===== src/rtl/ubcla_seq_sub.sv =====
// ubcla_seq_sub: recovers Y = S - X (mod 2^WIDTH) over several cycles.
// Each cycle one CHUNK-bit carry look-ahead group computes S + ~X + carry.
// The carry reaches the next chunk only through the carry register.
// err flags a true difference that falls outside [0, 2^WIDTH).
module ubcla_seq_sub #(
  parameter int WIDTH = 15,
  parameter int CHUNK = 5
) (
  input  logic             clk,
  input  logic             rst,
  input  logic             in_valid,
  output logic             in_ready,
  input  logic [WIDTH:0]   S,
  input  logic [WIDTH-1:0] X,
  output logic             out_valid,
  input  logic             out_ready,
  output logic [WIDTH-1:0] Y,
  output logic             err
);

  localparam int NCHUNK = WIDTH / CHUNK;
  localparam int CW     = (NCHUNK > 1) ? $clog2(NCHUNK) : 1;

  // Reject parameter sets where the chunk size does not divide the width.
  if (WIDTH % CHUNK != 0) begin : g_bad_chunk
    $error("ubcla_seq_sub: WIDTH must be a multiple of CHUNK");
  end

  typedef enum logic [1:0] {
    IDLE = 2'd0,
    RUN  = 2'd1,
    DONE = 2'd2
  } state_t;

  state_t           state;
  state_t           state_next;
  logic [WIDTH:0]   s_reg;
  logic [WIDTH-1:0] x_reg;
  logic [WIDTH-1:0] y_reg;
  logic             err_reg;
  logic             carry;
  logic [CW-1:0]    cnt;

  logic [CHUNK-1:0] s_chunk;
  logic [CHUNK-1:0] x_chunk;
  logic [CHUNK-1:0] g;
  logic [CHUNK-1:0] p;
  logic [CHUNK:0]   c;
  logic [CHUNK-1:0] y_chunk;
  logic             carry_out;
  logic             term;
  logic             acc;
  logic             last_chunk;

  assign last_chunk = (cnt == CW'(NCHUNK - 1));
  assign in_ready   = (state == IDLE);
  assign out_valid  = (state == DONE);
  assign Y          = y_reg;
  assign err        = err_reg;

  // One look-ahead group. Each carry is the OR of generate terms plus the
  // propagated carry-in, all in flat two-level form with no ripple chain.
  always_comb begin
    s_chunk = s_reg[cnt*CHUNK +: CHUNK];
    x_chunk = x_reg[cnt*CHUNK +: CHUNK];
    g       = s_chunk & ~x_chunk;
    p       = s_chunk ^ ~x_chunk;
    c       = '0;
    c[0]    = carry;
    term    = 1'b0;
    acc     = 1'b0;
    for (int j = 0; j < CHUNK; j++) begin
      term = carry;
      for (int m = 0; m <= j; m++) begin
        term = term & p[m];
      end
      acc = term;
      for (int i = 0; i <= j; i++) begin
        term = g[i];
        for (int m = i + 1; m <= j; m++) begin
          term = term & p[m];
        end
        acc = acc | term;
      end
      c[j+1] = acc;
    end
    y_chunk   = p ^ c[CHUNK-1:0];
    carry_out = c[CHUNK];
  end

  // Next-state logic: accept in IDLE, step through chunks in RUN, hold in DONE.
  always_comb begin
    state_next = state;
    case (state)
      IDLE: if (in_valid) state_next = RUN;
      RUN:  if (last_chunk) state_next = DONE;
      DONE: if (out_ready) state_next = IDLE;
      default: state_next = IDLE;
    endcase
  end

  // State register. A reset in any state drops the current operation.
  always_ff @(posedge clk) begin
    if (rst) state <= IDLE;
    else     state <= state_next;
  end

  // Datapath: capture the operands, then write one result chunk per RUN cycle.
  always_ff @(posedge clk) begin
    if (rst) begin
      s_reg   <= '0;
      x_reg   <= '0;
      y_reg   <= '0;
      err_reg <= 1'b0;
      carry   <= 1'b1;
      cnt     <= '0;
    end else begin
      case (state)
        IDLE: begin
          if (in_valid) begin
            s_reg <= S;
            x_reg <= X;
            carry <= 1'b1;
            cnt   <= '0;
          end
        end
        RUN: begin
          y_reg[cnt*CHUNK +: CHUNK] <= y_chunk;
          carry <= carry_out;
          if (last_chunk) begin
            // The result fits when the sum's top bit matches the final borrow.
            err_reg <= s_reg[WIDTH] ^ ~carry_out;
          end else begin
            cnt <= cnt + 1'b1;
          end
        end
        default: ;
      endcase
    end
  end

endmodule


===== config.mk =====
export PLATFORM = sky130hd
export DESIGN_NAME = ubcla_seq_sub
export DESIGN_NICKNAME = d
export VERILOG_FILES = /design/src/rtl/ubcla_seq_sub.sv
export SDC_FILE = /design/constraint.sdc
export NUM_CORES = 1
export LEC_CHECK = 0
export BUFFER_PORTS_ARGS = -buffer_cell sky130_fd_sc_hd__buf_4
export CAP_MARGIN = 20
export CORE_MARGIN = 2
export CORE_UTILIZATION = 23
export DETAILED_ROUTE_END_ITERATION = 8
export PLACE_DENSITY_LB_ADDON = 0.08
export SLEW_MARGIN = 20
export SYNTH_ARGS = -nofsm -noshare
export SYNTH_HDL_FRONTEND = slang
export SYNTH_SLANG_ARGS = --single-unit

===== constraint.sdc =====
create_clock -name clk -period 2.6 [get_ports clk]
set_input_delay 0.52 -clock clk [delete_from_list [all_inputs] [get_ports clk]]
set_output_delay 0.52 -clock clk [all_outputs]
set_load 0.05 [all_outputs]

### Word-level counts from Yosys, hierarchy flattened

Cells that the tools add are included.

* RAM bits: 0
* bits in latches: 0
* ROM bits: 0
* memories kept: 0
* word-level logic and storage cells: 74
* output and inout port bits: 18
* register bits after elaboration: 52

* equality and inequality tests: 7
* $mul: 1
* reductions and logical operators: 7
* shifts and indexed selects: 4
* order comparisons: 0
* divide/modulo/power cells: 0
* multiplexer cells: 10
* bitwise gates (word level): 36
* add/sub/neg operators: 2

Operators with widths (number)
* $neg 5->34: 1
* $shift 5x34->15 const A: 1
* $shiftx 5x34->15: 1
* $shiftx 16x6->5: 1
* $and 1x1->1: 15
* $bwmux 15: 1
* $or 1x1->1: 15
* $shiftx 15x6->5: 1
* $mux 2: 5
* $xor 5x5->5: 2
* $ne 2x2->1 const B: 3
* $pmux 2 s3: 1
* $reduce_and 2->1: 3
* $reduce_and 3->1: 2
* $and 5x5->5: 1
* $mul 2x3->5 const B: 1
* $not 5->5: 1
* $eq 2x2->1 const B: 2
* $pmux 2 s2: 1
* $add 2x1->2 const B: 1
* $eq 2x1->1 const B: 1
* $logic_not 2->1: 1
* $ne 2x1->1 const B: 1
* $pmux 1 s2: 1
* other kinds (4): 4

### Longest topological paths before layout

Gate-level depths: netlist of run 1.

* depth after elaboration: 16
* gate-level depth with buffers: 11

### Least setup slack after synthesis of run 1

No wires, ideal clock.

* kind: flip-flop to flip-flop
* from: register cnt[0]
* to: register err_reg, in the netlist err
* data arrival time: 2.607 ns
* cell stages (with the launch flop): 9
* period minus slack after synthesis: 2.698 ns
* slack: -0.098 ns
* library setup time: 0.091 ns
* cells stage by stage: dfxtp_1 buf_2 mux4_2 ha_1 ha_1 o211a_1 o211a_1 or3_1 a311oi_1

* word-level cells in the longest chain between the ends: 16

RTL lines
* start: declaration: RTL line 42 `logic [CW-1:0] cnt;`
* start signal: assignment: RTL line 134 `cnt <= cnt + 1'b1;`
* $mul 2x3->5: RTL line 64, 65
* $shiftx 15x6->5: RTL line 65 `x_chunk = x_reg[cnt*CHUNK +: CHUNK];`
* $not 5->5: RTL line 66, 67
* $xor 5x5->5: RTL line 67 `p = s_chunk ^ ~x_chunk;`
* $and 1x1->1 (5 in series): RTL line 75 `term = term & p[m];`
* $or 1x1->1 (5 in series): RTL line 83 `acc = acc | term;`
* $not 1->1: RTL line 132 `err_reg <= s_reg[WIDTH] ^ ~carry_out;`
* $xor 1x1->1: RTL line 132
* end signal: assignment: RTL line 132
* end: declaration: RTL line 40 `logic err_reg;`

Parallel ways exist; a longest one is shown, timed or not.
A chain may end at the register's enable or synchronous reset.

### Worst setup path after layout of run 1

Same ends and word-level chain as after synthesis.

==> results.json, run 1 <==
{
  "synth.avg_cell_area_um2": 8.243,
  "skew_ns": 0.006820,
  "crit_type": "register to register",
  "root_buffer": "clkbuf_8",
  "fin_crit_sh": 0.9605,
  "overflow": 0,
  "holdBufCountCts": 0,
  "crit_fanout": 3,
  "syn_nets": 341,
  "nNetsFinal": 388,
  "cap_violations": 0,
  "area_delta_synth_final_pct": 27.31,
  "ys_seq_area_frac": 0.4295,
  "cts_setup_buffers": 0,
  "synth_ff_type": "dfxtp_1",
  "synth_top_family_by_area": "simple AND/OR/NAND/NOR gates",
  "arrival_ns": 2.71,
  "yosysUniqueCellTypes": 36,
  "async_flop_share": 0,
  "finalHoldViolCount": 0,
  "avgViaCountPerCell": 4.441,
  "io_buffers": 52,
  "hpwlAfterDp_mm": 4.806,
  "outcome": "finished clean",
  "clock_sinks": 52,
  "synth-simple-area-share": 0.2230,
  "end_kind": "register",
  "total_power_mw": 1.772,
  "largest_reg_flops": 16,
  "cpMostUsedCell": "o211a_1",
  "fp.dieH_um": 106.7,
  "htreeDepth": 2,
  "irDropWorstVdd_mv": 0.1977,
  "cp_num_buf_inv": 0,
  "worst_pin_slew_ns": 0.6966,
  "wl_mm": 6.648,
  "clock_path_buffers": 2,
  "crit_path_max_incr_delay_ns": 0.55,
  "synth_most_common_cell": "nand2_1",
  "num_rows": 37,
  "rsz0062_at_grt": "no",
  "tns_ns": 0,
  "via_count": 2123,
  "finalSetupViolCount": 0,
  "first_pass_iters": 4,
  "cellLeakagePower_nw": 1.242,
  "gp_congestion": 0.7435,
  "die_w_um": 106.7,
  "drive_above_1_share": 0.2251,
  "hold_path_class": "primary input to register",
  "synth_compound_gate_area_share": 0.1807,
  "worstPathCellList": "mux4_2 -> ha_4 -> ha_1 -> o211a_1 -> o211a_1 -> or3_1 -> a311oi_1",
  "clk_pin_slew_ns": 0.10,
  "path_delay_family": "compound AO/OA/AOI/OAI gates",
  "antenna_found_initial": 0,
  "pin_count": 53,
  "worst_ep_required_time_ns": 2.82,
  "synth_area_leaders": "dfxtp_1 43%, nand2_1 11%, a21oi_1 7.6%, ha_1 5.7%, mux2i_1 4.1%",
  "grt_usage": 0.1235,
  "ys_warn_count": 0,
  "ys_ff_latch": 52,
  "muxShareOfSynthArea": 0.05059,
  "wl_per_cell_um": 13.91,
  "detail-route-antenna-nets": 0,
  "clk_latency_ns": 0.30,
  "power.density_nw_per_um2": 574.5,
  "synth_cells": 294,
  "syn-cell-area_um2": 2424,
  "grt_pass1_wl_mm": 11.06,
  "period_minus_slack_ns": 2.497,
  "worst_path_max_delay_cell": "mux4_2",
  "post-route-drc-count": 0,
  "synth_top_area_share": 0.4295,
  "fmax_mhz": 400.4,
  "synth_fa_ha_area_frac": 0.06505,
  "coreArea_um2": 10280,
  "crit_path_start_kind": "register",
  "slew_viol_final": 0,
  "synth_area_leader_cell": "dfxtp_1",
  "synth-edff-count": 0,
  "relSlewSlack": 0.5356,
  "die_area_um2": 11370,
  "start_util": 0.2358,
  "cts_tree": "built",
  "grt_max_degree": 56,
  "drt-initial-drc-count": 68,
  "netlist_top_cells_count": "70 x nand2_1, 52 x dfxtp_1, 37 x a21oi_1",
  "diodes": 0,
  "grt_pass1_vias": 2195,
  "synth_xor_xnor_area_share": 0.007228,
  "numCtsBuffers": 5,
  "cts-resized-gates": 0
}
layout make-up:
type,count,area (um2)
fill,1158,7192
clock buffer,7,86.33
multi-input combinational,216,1305
inverter,7,26.28
clock inverter,1,7.507
sequential,52,1044
tap,136,170.2
timing repair buffer,59,446.7
worst reg2reg max path, cell delays in order, from the launching register on:
cell and delay (ns):
dfxtp_2 0.37, mux4_2 0.55, ha_4 0.26, ha_1 0.19, o211a_1 0.23, o211a_1 0.23
or3_1 0.34, a311oi_1 0.24
placed cells by master, fill, tap and decap left out, drive strengths merged:
cell and n:
a32oi 7, a21o 2, or3 4, a31oi 1, a311oi 1, a22oi 6, nor2b 2, nor3b 1
nor3 3, xnor2 1, o21bai 1, nor4b 1, nand3b 4, o21ai 7, nor2 26, o21a 3
nand2 70, dfxtp 52, nor4bb 1, xor2 1, ha 11, inv 7, mux4 1, fa 1
o22ai 5, mux2i 10, o211a 2, or3b 1, clkbuf 7, buf 59, nand2b 4, clkinvlp 1
and3 2, a21oi 37
per-stage QoR:
stage               utilization  hold WS, ns  instances  area, um2  worst slack, ns
floorplan                     -       0.4331        294       2432          0.02088
global placement         0.2884       0.4480        470       2964           0.1066
detailed placement       0.2884       0.4499        470       2964          0.06168
CTS                      0.2975       0.4389        478       3058          0.03696
global route             0.3002       0.4354        478       3085         0.005536
finish                   0.3002       0.4508        478       3085           0.1027
report_power, final:
group	total, mW	leakage [nW]	switching [mW]	internal (mW)
clock	0.495	0.0445	0.278	0.217
combinational	0.411	0.772	0.238	0.174
sequential	0.866	0.425	0.0284	0.838
layer usage:
metal,share of wire,global-route usage
met3,0.039,0.02553
met2,0.49,0.2166
met1,0.47,0.1555
met5,0,0
met4,0.0056,0.02783
path summary, 6_finish.rpt:
kind	slack [ns]	cells past startpoint	endpoint	from
setup / recovery	0.10	7	err$_SDFFE_PP0P_	cnt[0]$_SDFFE_PP0P_
hold / removal	0.45	3	s_reg[9]$_SDFFE_PP0P_	S[9]
setup reg to reg	0.10	7	err$_SDFFE_PP0P_	cnt[0]$_SDFFE_PP0P_
hold reg to reg	0.46	2	x_reg[1]$_SDFFE_PP0P_	x_reg[1]$_SDFFE_PP0P_
cell families after synthesis:
logic type	after synthesis
AOI/OAI and AO/OA	72
DFF	52
adders and majority gates	12
buffers and inverters	26
muxes	11
xor gates and xnor gates	2
and+or+nand+nor	119
Power figures use the tool's default switching activity.
==> run 2, diff against run 1 <==
--- a/config.mk
+++ b/config.mk
@@ -7,7 +7,7 @@
 export LEC_CHECK = 0
 export BUFFER_PORTS_ARGS = -buffer_cell sky130_fd_sc_hd__buf_4
 export CAP_MARGIN = 20
-export CORE_MARGIN = 2
+export CORE_MARGIN = 1.5
 export CORE_UTILIZATION = 23
 export DETAILED_ROUTE_END_ITERATION = 8
 export PLACE_DENSITY_LB_ADDON = 0.08
==> run 2 against run 1 <==
Via count rose by 0.38%. Setup slack better by 0.0040 ns. Register-to-register slack barely moved. Highest routed layer unchanged. Die area fell by 1.9%. Clock-buffer cell count decreased by 1. Sequential cell count did not move. Critical path depth unchanged. Maximum frequency up 0.16%. Critical endpoint is now Y[3]$_SDFFE_PP0P_. Cell count up 0.42%. Largest cell class unchanged. Sequential share of layout area decreased by 0.34 points. Global-route usage is 0.49 points lower. Clock skew increased by 0.0016 ns.
==> results.json, run 2 (synthesized netlist as in run 1, its figures left out) <==
{
  "pin_count": 53,
  "avgViaCountPerCell": 4.440,
  "irDropWorstVdd_mv": 0.2224,
  "diodes": 0,
  "crit_path_start_kind": "register",
  "r2r_cells": 7,
  "crit_path_max_incr_delay_ns": 0.55,
  "final_common_cell": "nand2_1",
  "cap_violations": 0,
  "clk_pin_slew_ns": 0.10,
  "drive_above_1_share": 0.2297,
  "grt_usage": 0.1186,
  "cp_num_buf_inv": 0,
  "nNetsFinal": 390,
  "finalHoldViolCount": 0,
  "grt_pass1_vias": 1996,
  "root_buffer": "clkbuf_8",
  "worst_path_max_delay_cell": "mux4_2",
  "gp_congestion": 0.7410,
  "worst_ep_required_time_ns": 2.77,
  "wl_mm": 6.490,
  "whs_path_depth": 3,
  "clock_path_buffers": 2,
  "drt-initial-drc-count": 43,
  "arrival_ns": 2.67,
  "relSlewSlack": 0.5373,
  "num_rows": 37,
  "period_minus_slack_ns": 2.493,
  "first_pass_iters": 6,
  "crit_type": "register to register",
  "clk_latency_ns": 0.30,
  "power.density_nw_per_um2": 602.9,
  "outcome": "finished clean",
  "area_delta_synth_final_pct": 28.91,
  "rsz0062_at_grt": "no",
  "hpwlAfterDp_mm": 4.690,
  "fp.dieH_um": 105.7,
  "start_util": 0.2358,
  "coreArea_um2": 10280,
  "largest_reg_flops": 16,
  "cellLeakagePower_nw": 1.270,
  "slew_viol_final": 0,
  "worst_pin_slew_ns": 0.6940,
  "wl_per_cell_um": 13.52,
  "tns_ns": 0,
  "numCtsBuffers": 5,
  "clock_sinks": 52,
  "path_depth": 7,
  "die_area_um2": 11160,
  "cts_tree": "built",
  "post-route-util": 0.3040,
  "detail-route-antenna-nets": 0,
  "htreeDepth": 2,
  "grt_pass1_wl_mm": 10.39,
  "io_buffers": 52,
  "antenna_found_initial": 0,
  "overflow": 0,
  "finalSetupViolCount": 0,
  "crit_fanout": 3,
  "fmax_mhz": 401.1,
  "die_w_um": 105.7,
  "final_cell_mix": "70 x nand2_1, 60 x buf_4, 50 x dfxtp_1, 37 x a21oi_1, 26 x nor2_1",
  "via_count": 2131,
  "hold_path_class": "primary input to register",
  "end_kind": "register",
  "fin_crit_sh": 0.9590,
  "holdBufCountCts": 0,
  "path_delay_family": "multiplexers",
  "worstPathCellList": "mux4_2 -> ha_4 -> ha_1 -> o211a_1 -> or3_2 -> a32oi_1 -> nor2_1",
  "post-route-drc-count": 0,
  "grt_max_degree": 56,
  "skew_ns": 0.008444
}
## run 2: worst paths after layout
check                              from                    end  slack [ns]
setup / recovery    cnt[0]$_SDFFE_PP0P_      Y[3]$_SDFFE_PP0P_        0.11
hold reg to reg   x_reg[3]$_SDFFE_PP0P_  x_reg[3]$_SDFFE_PP0P_        0.46
setup reg to reg    cnt[0]$_SDFFE_PP0P_      Y[3]$_SDFFE_PP0P_        0.11
hold / removal                     X[1]  x_reg[1]$_SDFFE_PP0P_        0.45
## run 2: layer usage
| layer | part of all wire | vias to the layer above | global-route usage | wire length, um |
|---|---|---|---|---|
| met5 | 0 | - | 0 | 0 |
| met4 | 0.012 | 0 | 0.03378 | 78 |
| met3 | 0.038 | 4 | 0.02536 | 249 |
| met2 | 0.45 | 43 | 0.1897 | 2916 |
| met1 | 0.50 | 981 | 0.1601 | 3245 |
| li1 | - | 1103 | - | - |
## run 2: area by class of cell
| type | count | area [um2] |
|---|---|---|
| fillers | 1133 | 7153 |
| multi-input cells | 216 | 1299 |
| clock inverters | 2 | 38.79 |
| inverters | 7 | 26.28 |
| well taps | 136 | 170.2 |
| repair buffers | 61 | 461.7 |
| clock buffers | 6 | 82.58 |
| flip-flops and latches | 52 | 1046 |
## run 2: through the flow
step           hold WS, ns  std cells  total power [mW]  worst slack [ns]  instance area (um2)
3_3_place_gp        0.4464        470             1.292           0.09092                 2964
5_1_grt             0.4414        480             1.994           0.02704                 3124
3_5_place_dp        0.4474        470             1.294           0.04760                 2964
6_report            0.4503        480             1.884            0.1066                 3124
2_1_floorplan       0.4331        294             1.148           0.02088                 2432
4_1_cts             0.4365        478             1.898           0.02746                 3085
## run 2: worst register-to-register path: stages (launching register included)
cell and delay (ns):
dfxtp_4 0.38, mux4_2 0.55, ha_4 0.25, ha_1 0.18, o211a_1 0.24, or3_2 0.50
a32oi_1 0.21, nor2_1 0.06
## run 2: where the power goes
group,switching [mW],internal [mW],leakage (nW)
clock network,0.285,0.316,0.0614
registers,0.0289,0.837,0.426
logic,0.238,0.179,0.782
total,0.552,1.33,1.27
## run 2: repair_timing
| item | in CTS | in global routing |
|---|---|---|
| gates resized for setup | 0 | 5 |
| buffers inserted | 0 | 2 |
| endpoints found under the setup margin | 0 | 4 |
